--- src/rtl/pending_encoder.sv ---
// Sequential priority encoder: sticky pending events are issued one per
// valid/ready handshake, lowest index first, as code = index + 1.
module pending_encoder #(
  parameter  int CODE_W = 4,
  localparam int REQ_W  = (2 ** CODE_W) - 1
) (
  input  logic              clk,
  input  logic              rst_n,
  input  logic              enable,
  input  logic [REQ_W-1:0]  req,
  input  logic              ready,
  output logic [CODE_W-1:0] code_out,
  output logic              valid,
  output logic [REQ_W-1:0]  pending,
  output logic [7:0]        coalesce_cnt
);

  typedef enum logic [0:0] {
    IDLE = 1'b0,
    SEND = 1'b1
  } state_t;

  state_t              state_r;
  state_t              state_nxt_s;
  logic [REQ_W-1:0]    pending_r;
  logic [REQ_W-1:0]    pending_nxt_s;
  logic [REQ_W-1:0]    clr_s;
  logic [REQ_W-1:0]    hits_s;
  logic [CODE_W-1:0]   code_r;
  logic [CODE_W-1:0]   code_nxt_s;
  logic [CODE_W-1:0]   sel_code_s;
  logic                valid_r;
  logic [7:0]          cnt_r;
  logic [7:0]          cnt_nxt_s;
  logic [8:0]          cnt_sum_s;
  logic                issue_ok_s;
  logic                load_s;

  // One-hot mask of the lowest set bit (all zeros when v is empty).
  function automatic logic [REQ_W-1:0] lowest_onehot(input logic [REQ_W-1:0] v);
    logic [REQ_W-1:0] r;
    r = '0;
    for (int i = REQ_W - 1; i >= 0; i--) begin
      r = v[i] ? (REQ_W'(1) << i) : r;
    end
    return r;
  endfunction

  // Code of the lowest set bit: index i maps to i + 1, empty maps to 0.
  function automatic logic [CODE_W-1:0] lowest_code(input logic [REQ_W-1:0] v);
    logic [CODE_W-1:0] c;
    c = '0;
    for (int i = REQ_W - 1; i >= 0; i--) begin
      c = v[i] ? CODE_W'(i + 1) : c;
    end
    return c;
  endfunction

  // Number of set bits; REQ_W < 2**CODE_W so CODE_W bits always suffice.
  function automatic logic [CODE_W-1:0] popcount(input logic [REQ_W-1:0] v);
    logic [CODE_W-1:0] c;
    c = '0;
    for (int i = 0; i < REQ_W; i++) begin
      c = c + CODE_W'(v[i]);
    end
    return c;
  endfunction

  // Next-state and next-code selection for the issue state machine.
  always_comb begin
    state_nxt_s = state_r;
    code_nxt_s  = code_r;
    load_s      = 1'b0;
    sel_code_s  = lowest_code(pending_r);
    issue_ok_s  = enable && (pending_r != '0);
    case (state_r)
      IDLE: begin
        if (issue_ok_s) begin
          load_s      = 1'b1;
          state_nxt_s = SEND;
          code_nxt_s  = sel_code_s;
        end else begin
          state_nxt_s = IDLE;
          code_nxt_s  = '0;
        end
      end
      SEND: begin
        if (ready) begin
          if (issue_ok_s) begin
            load_s      = 1'b1;
            state_nxt_s = SEND;
            code_nxt_s  = sel_code_s;
          end else begin
            state_nxt_s = IDLE;
            code_nxt_s  = '0;
          end
        end else begin
          state_nxt_s = SEND;
          code_nxt_s  = code_r;
        end
      end
      default: begin
        state_nxt_s = IDLE;
        code_nxt_s  = '0;
      end
    endcase
  end

  // Pending capture (set wins over clear) and saturating coalesce count.
  always_comb begin
    clr_s         = '0;
    hits_s        = '0;
    pending_nxt_s = pending_r;
    cnt_sum_s     = {1'b0, cnt_r};
    cnt_nxt_s     = cnt_r;
    if (load_s) begin
      clr_s = lowest_onehot(pending_r);
    end else begin
      clr_s = '0;
    end
    if (enable) begin
      hits_s        = req & pending_r & ~clr_s;
      pending_nxt_s = (pending_r & ~clr_s) | req;
      cnt_sum_s     = {1'b0, cnt_r} + 9'(popcount(hits_s));
      cnt_nxt_s     = cnt_sum_s[8] ? 8'hFF : cnt_sum_s[7:0];
    end else begin
      hits_s        = '0;
      pending_nxt_s = pending_r;
      cnt_nxt_s     = cnt_r;
    end
  end

  // State, code, pending and counter registers with synchronous reset.
  always_ff @(posedge clk) begin
    if (!rst_n) begin
      state_r   <= IDLE;
      code_r    <= '0;
      valid_r   <= 1'b0;
      pending_r <= '0;
      cnt_r     <= 8'd0;
    end else begin
      state_r   <= state_nxt_s;
      code_r    <= code_nxt_s;
      valid_r   <= (state_nxt_s == SEND);
      pending_r <= pending_nxt_s;
      cnt_r     <= cnt_nxt_s;
    end
  end

  assign code_out     = code_r;
  assign valid        = valid_r;
  assign pending      = pending_r;
  assign coalesce_cnt = cnt_r;

endmodule

--- config.mk ---
export PLATFORM = sky130hd
export DESIGN_NAME = pending_encoder
export DESIGN_NICKNAME = d
export VERILOG_FILES = /design/src/rtl/pending_encoder.sv
export SDC_FILE = /design/constraint.sdc
export NUM_CORES = 1
export LEC_CHECK = 0
export CAP_MARGIN = 20
export CORE_ASPECT_RATIO = 1.25
export CORE_MARGIN = 10
export CORE_UTILIZATION = 45
export CTS_CLUSTER_DIAMETER = 100
export DETAILED_ROUTE_END_ITERATION = 7
export PLACE_DENSITY = 0.74
export SLEW_MARGIN = 25
export SYNTH_ARGS = -nofsm -noshare
export SYNTH_HDL_FRONTEND = slang
export SYNTH_SLANG_ARGS = --single-unit
--- constraint.sdc ---
create_clock -name clk -period 6.5 [get_ports clk]
set_input_delay 0.975 -clock clk [delete_from_list [all_inputs] [get_ports clk]]
set_output_delay 0.975 -clock clk [all_outputs]
set_load 0.02 [all_outputs]
======== Word-level counts from Yosys, hierarchy flattened ========
Index checks and enable logic that the tools add are counted.
operators by class
  eq/ne operators ......................... 1
  add/sub/neg operators ................... 15
  bitwise gates (word level) .............. 6
  reduce and logical (&&, ||, !) cells .... 2
  multiplexer cells ....................... 40
operators with widths
  kind                                   number
  two-way mux 15 bit                     16
  two-way mux 4 bit                      17
  bitwise AND 15 bit                     3
  adder 4 x 1 -> 4 bit                   11
  NOT 15 bit                             1
  OR 15 bit                              1
  nonzero test 15 bit                    1
  adder 8 x 4 -> 9 bit                   1
  two-way mux 8 bit                      1
  one-hot mux 4 bit (2 select lines)     1
  adder 3 x 1 -> 4 bit                   1
  one-hot mux 1 bit (2 select lines)     2
  adder 2 x 1 -> 3 bit                   1
  two-way mux 1 bit                      3
  adder 1 x 1 -> 2 bit                   1
  != test 2 bit (second input constant)  1
  logical AND 1 bit                      1
  NOT 1 bit                              1
word-level totals
  output and inout bits ................... 28
  register bits after elaboration ......... 28

======== Logic depth before layout (Yosys ltp) ========
  depth after elaboration ................. 34
  mapped depth ............................ 17

======== Worst setup path before layout ========
OpenSTA, ideal clock, no wires.
  kind .................................... in2reg
  start point ............................. in ready
  end point ............................... reg cnt_r[0] (netlist: coalesce_cnt[0])
  path slack .............................. 1.182 ns
  arrival time ............................ 5.186 ns
  stages .................................. 15
  cell sequence ........................... nand2b_1 nand3_1 buf_2 o311ai_0 fa_1 fa_1 fa_1 inv_1 fa_1 ha_1 fa_1 a211oi_1 nor2_1 o21bai_1 a21oi_1
on the way
  word-level cells in the longest chain between the ends .. 21
ends and longest elaborated chain
  element                                 RTL line  text
  from (decl)                             11        input logic ready,
  two-way mux 1 bit (*)                   88        if (ready) begin
  one-hot mux 1 bit (2 select lines) (*)  76        case (state_r)
  two-way mux 15 bit (*)                  116       if (load_s) begin
  NOT 15 bit (*)                          122       hits_s = req & pending_r & ~clr_s;
  bitwise AND 15 bit (*)                  122
  adder 1 x 1 -> 2 bit                    64        c = c + CODE_W'(v[i]);
  adder 2 x 1 -> 3 bit                    64
  adder 3 x 1 -> 4 bit                    64
  adder 4 x 1 -> 4 bit (10 in series)     64
  adder 4 x 1 -> 4 bit (*)                64
  adder 8 x 4 -> 9 bit (*)                124       cnt_sum_s = {1'b0, cnt_r} + 9'(popcount(hits_s));
  two-way mux 8 bit (*)                   125       cnt_nxt_s = cnt_sum_s[8] ? 8'hFF : cnt_sum_s[7:0];
  to (signal assigned)                    146       cnt_r <= cnt_nxt_s;
  to (decl)                               33        logic [7:0] cnt_r;
Every way passes the cells marked *; elsewhere a longest branch is shown, timed or not.
A chain may end at the register's enable or synchronous reset.

======== Final worst setup path ========
  start point ............................. in enable
  end point ............................... reg cnt_r[2] (netlist: coalesce_cnt[2])
on the way
  word-level cells in the longest chain between the ends .. 23
ends and longest elaborated chain
  element                              RTL line  text
  from (decl)                          9         input logic enable,
  logical AND 1 bit                    75        issue_ok_s = enable && (pending_r != '0);
  two-way mux 1 bit                    78, 89
  two-way mux 1 bit                    88
  one-hot mux 1 bit (2 select lines)   76
  two-way mux 15 bit                   116
  NOT 15 bit                           122
  bitwise AND 15 bit                   122
  adder 1 x 1 -> 2 bit                 64
  adder 2 x 1 -> 3 bit                 64
  adder 3 x 1 -> 4 bit                 64
  adder 4 x 1 -> 4 bit (11 in series)  64
  adder 8 x 4 -> 9 bit                 124
  two-way mux 8 bit                    125
Parallel ways exist; a longest one is shown, timed or not.

==> flow_summary.toml <==
[status]
outcome = "finished, final reports clean"

[power_and_ir_drop]
finalPower_mw = 0.576
ir_drop_mv = 0.129
p_sw_share_pct = 35.0
seq_power_share_pct = 36.3
p_switching_mw = 0.202
p_per_area_mw_per_mm2 = 229
pwr-share-comb_pct = 39.6
clockPowerShare_pct = 24.1
p_leak_nw = 1.01
internal_power_mw = 0.375

[sta]
period_needed_ns = 5.87
setup_violations = 0
clock.fmax_mhz = 170
slew_headroom_pct = 49.5
slew_viol_final = 0
finalCritPeriodShare_pct = 90.3
worst_pin_slew_ns = 0.753
rsz0062_at_grt = "false"
hold_viol_final = 0
fin_skew_ns = 0.00751
setup_tns_ns = 0

[clock_tree]
cts_tree = "built"
cts-root-buf = "clkbuf_8"
cts_hold_buf = 0
cts_buffers = 3
path_clk_slew_ns = 0.10
clock_sinks = 28
insertion_delay_ns = 0.28
post_cts_buffers = 0
clockBufferDepth = 2
cts_resized = 0
htreeDepth = 1

[cells_and_area]
final_cell_mix = "46 x clkdlybuf4s50_1, 28 x dfxtp_1, 23 x a21oi_1"
final_common_cell = "clkdlybuf4s50_1"
fill_cells = 388
antenna_cells = 0
nets = 309
area_delta_synth_final_pct = 31.8
multi_input_area_mm2 = 0.00123
seq_area_um2 = 561
layout.cells.non_filler = 325
drive_gt1_share_pct = 6.32

[synthesis]
syn-num-nets = 260
synth_area_leader_cell = "dfxtp_1"
ys.flop_type = "dfxtp_1"
yosysWarnings = 0
syn_avg_cell_area_um2 = 8.63
synth_async_sr_flop_share_pct = 0
yosysSeqAreaShare_pct = 29.4
syn_inst = 221
synth_edf_count = 0
synth_area_mm2 = 0.00191
synth_top_area_share_pct = 29.4
synth_cell_types = 48
ys_seq_elements = 28
synth_area_leaders = "dfxtp_1 29%, fa_1 12%, a21oi_1 6.0%, ha_1 5.9%, inv_1 4.1%"

[global_routing]
grt_max_degree = 29
antenna_found_initial = 0
grtUsageMet2_pct = 25.5
grt_pass1_wl_um = 9080
met3_usage_pct = 4.16
grt_pass1_vias = 1855
grt-busiest-layer = "met2"
overflow = 0
met1_usage_pct = 17.6
grt_util_all_layers_pct = 14.9

[min_path]
holdPathStages = 2
hp-class = "reg -> reg"
min_from = "code_out[2]"
hold_path_end = "code_out[2]"

[routing]
wl_per_cell_um = 15.8
vias = 1802
dr.pass1.iters = 4
wl_um = 5140
routed_via_density = 5.54
ant_nets = 0
drt_iter0_drc = 91
drc = 0

[worst_setup_path]
r2r_end = "coalesce_cnt[2]"
startpoint = "enable"
slowest_delay_ns = 0.55
worstPathArrival_ns = 6.01
cp_max_fo = 15
reg2reg_slack_ns = 1.29
cpMostUsedCell = "fa_1"
cp_cell_sequence = "clkdlybuf4s50_1 > buf_4 > nand4_1 > o311ai_1 > fa_1 > inv_1 > fa_1 > inv_1 > fa_1 > inv_1 > fa_1 > ha_1 > fa_1 > a211oi_1 > nor2_1 > o21bai_1 > a21oi_1"
crit_buf_inv = 5
cp_data_required_time_ns = 6.64
cp-start-kind = "input pin"
cp_top_family = "adder cells"
cpMaxStageDelayCell = "clkdlybuf4s50_1"
reg2regPathDepth = 14
critPathKind = "in -> reg"
timing.rr.start = "pending[1]"
endpoint_kind = "flip-flop"

[die]
die_h_um = 92.8
dieArea_mm2 = 0.00726
boundaryPins = 47
die_w_um = 78.2
start_util_pct = 46.5
rows = 26
core_area_mm2 = 0.00410

[placement]
portBuffers = 46
hpwl_um = 4080
place.gp.congestion = 0.903
placed_cells = 321

[job]
maxCapViolations = 0
==> metrics by stage <==
stage	instance area, µm²	worst slack, ns	hold slack [ns]	util, %
floorplan	1910	1.18	0.529	-
global route	2510	0.208	0.480	61.3
CTS	2510	0.625	0.470	61.3
global placement	2440	0.383	0.446	59.6
detailed placement	2440	0.346	0.455	59.6
finish	2510	0.634	0.465	61.3
==> registers in the layout (all words and copies together) (netlist names) <==
register	flops
pending	15
valid	1
coalesce_cnt	8
code_out	4
==> worst max path at each step <==
stage	end	slack (ns)	depth (start not counted)
final	coalesce_cnt[2]	0.63	17
after floorplan	coalesce_cnt[0]	1.18	15
after global placement	coalesce_cnt[0]	0.38	17
after detailed placement	coalesce_cnt[2]	0.35	17
after CTS	coalesce_cnt[2]	0.63	17
after global routing	coalesce_cnt[0]	0.21	17
==> Yosys cell counts, types with 2 or more instances <==
cell / instances
dfxtp_1: 28
a21oi_1: 23
inv_1: 21
nand2_1: 18
nor2_1: 13
o21ai_0: 12
fa_1: 11
ha_1: 9
nand3_1: 6
o211ai_1: 6
mux2i_1: 5
a22oi_1: 4
and3_1: 4
nor3_1: 4
o31ai_1: 4
a211oi_1: 3
a21o_1: 3
buf_2: 3
nand4_1: 3
nor2b_1: 3
nor4_1: 3
or2_2: 3
a2111oi_0: 2
a221oi_1: 2
clkbuf_1: 2
nand2b_1: 2
nor4_4: 2
o21bai_1: 2
==> metal layers <==
metal  up-vias  wire length (µm)
met2        52              2620
met5         -                 0
met3         8               326
met1       843              2100
met4         0                95
li1        899                 -
==> cells by family after synthesis <==
kind of cell	count (synthesis)	synth area share [%]
compound gates	73	25.4
xor+xnor	1	0.459
fa+ha+maj	20	17.5
buf+inv	29	5.91
flops	28	29.4
mux	5	2.62
simple gates	65	18.8
==> power groups by stage <==
stage          Clock (mW)  Combinational (mW)  Sequential (mW)
5_1_grt             0.150               0.260            0.213
3_5_place_dp            0               0.226            0.213
2_1_floorplan           0               0.127            0.228
6_report            0.139               0.228            0.209
3_3_place_gp            0               0.225            0.213
4_1_cts             0.143               0.233            0.209
==> final cells by class <==
| type | count | area share, % |
|---|---|---|
| tap | 56 | 2.79 |
| sequential | 28 | 22.3 |
| clock inverter | 1 | 1.20 |
| inverter | 23 | 3.44 |
| clock buffer | 3 | 1.64 |
| multi-input combinational | 164 | 49.1 |
| timing repair buffer | 50 | 19.5 |
==> tightest hold or removal path: stages, from the launching register on <==
cell     delay [ns]
dfxtp_1        0.33
nand2_1        0.05
a21oi_1        0.05
No activity file was read; power rests on OpenSTA's default activity.
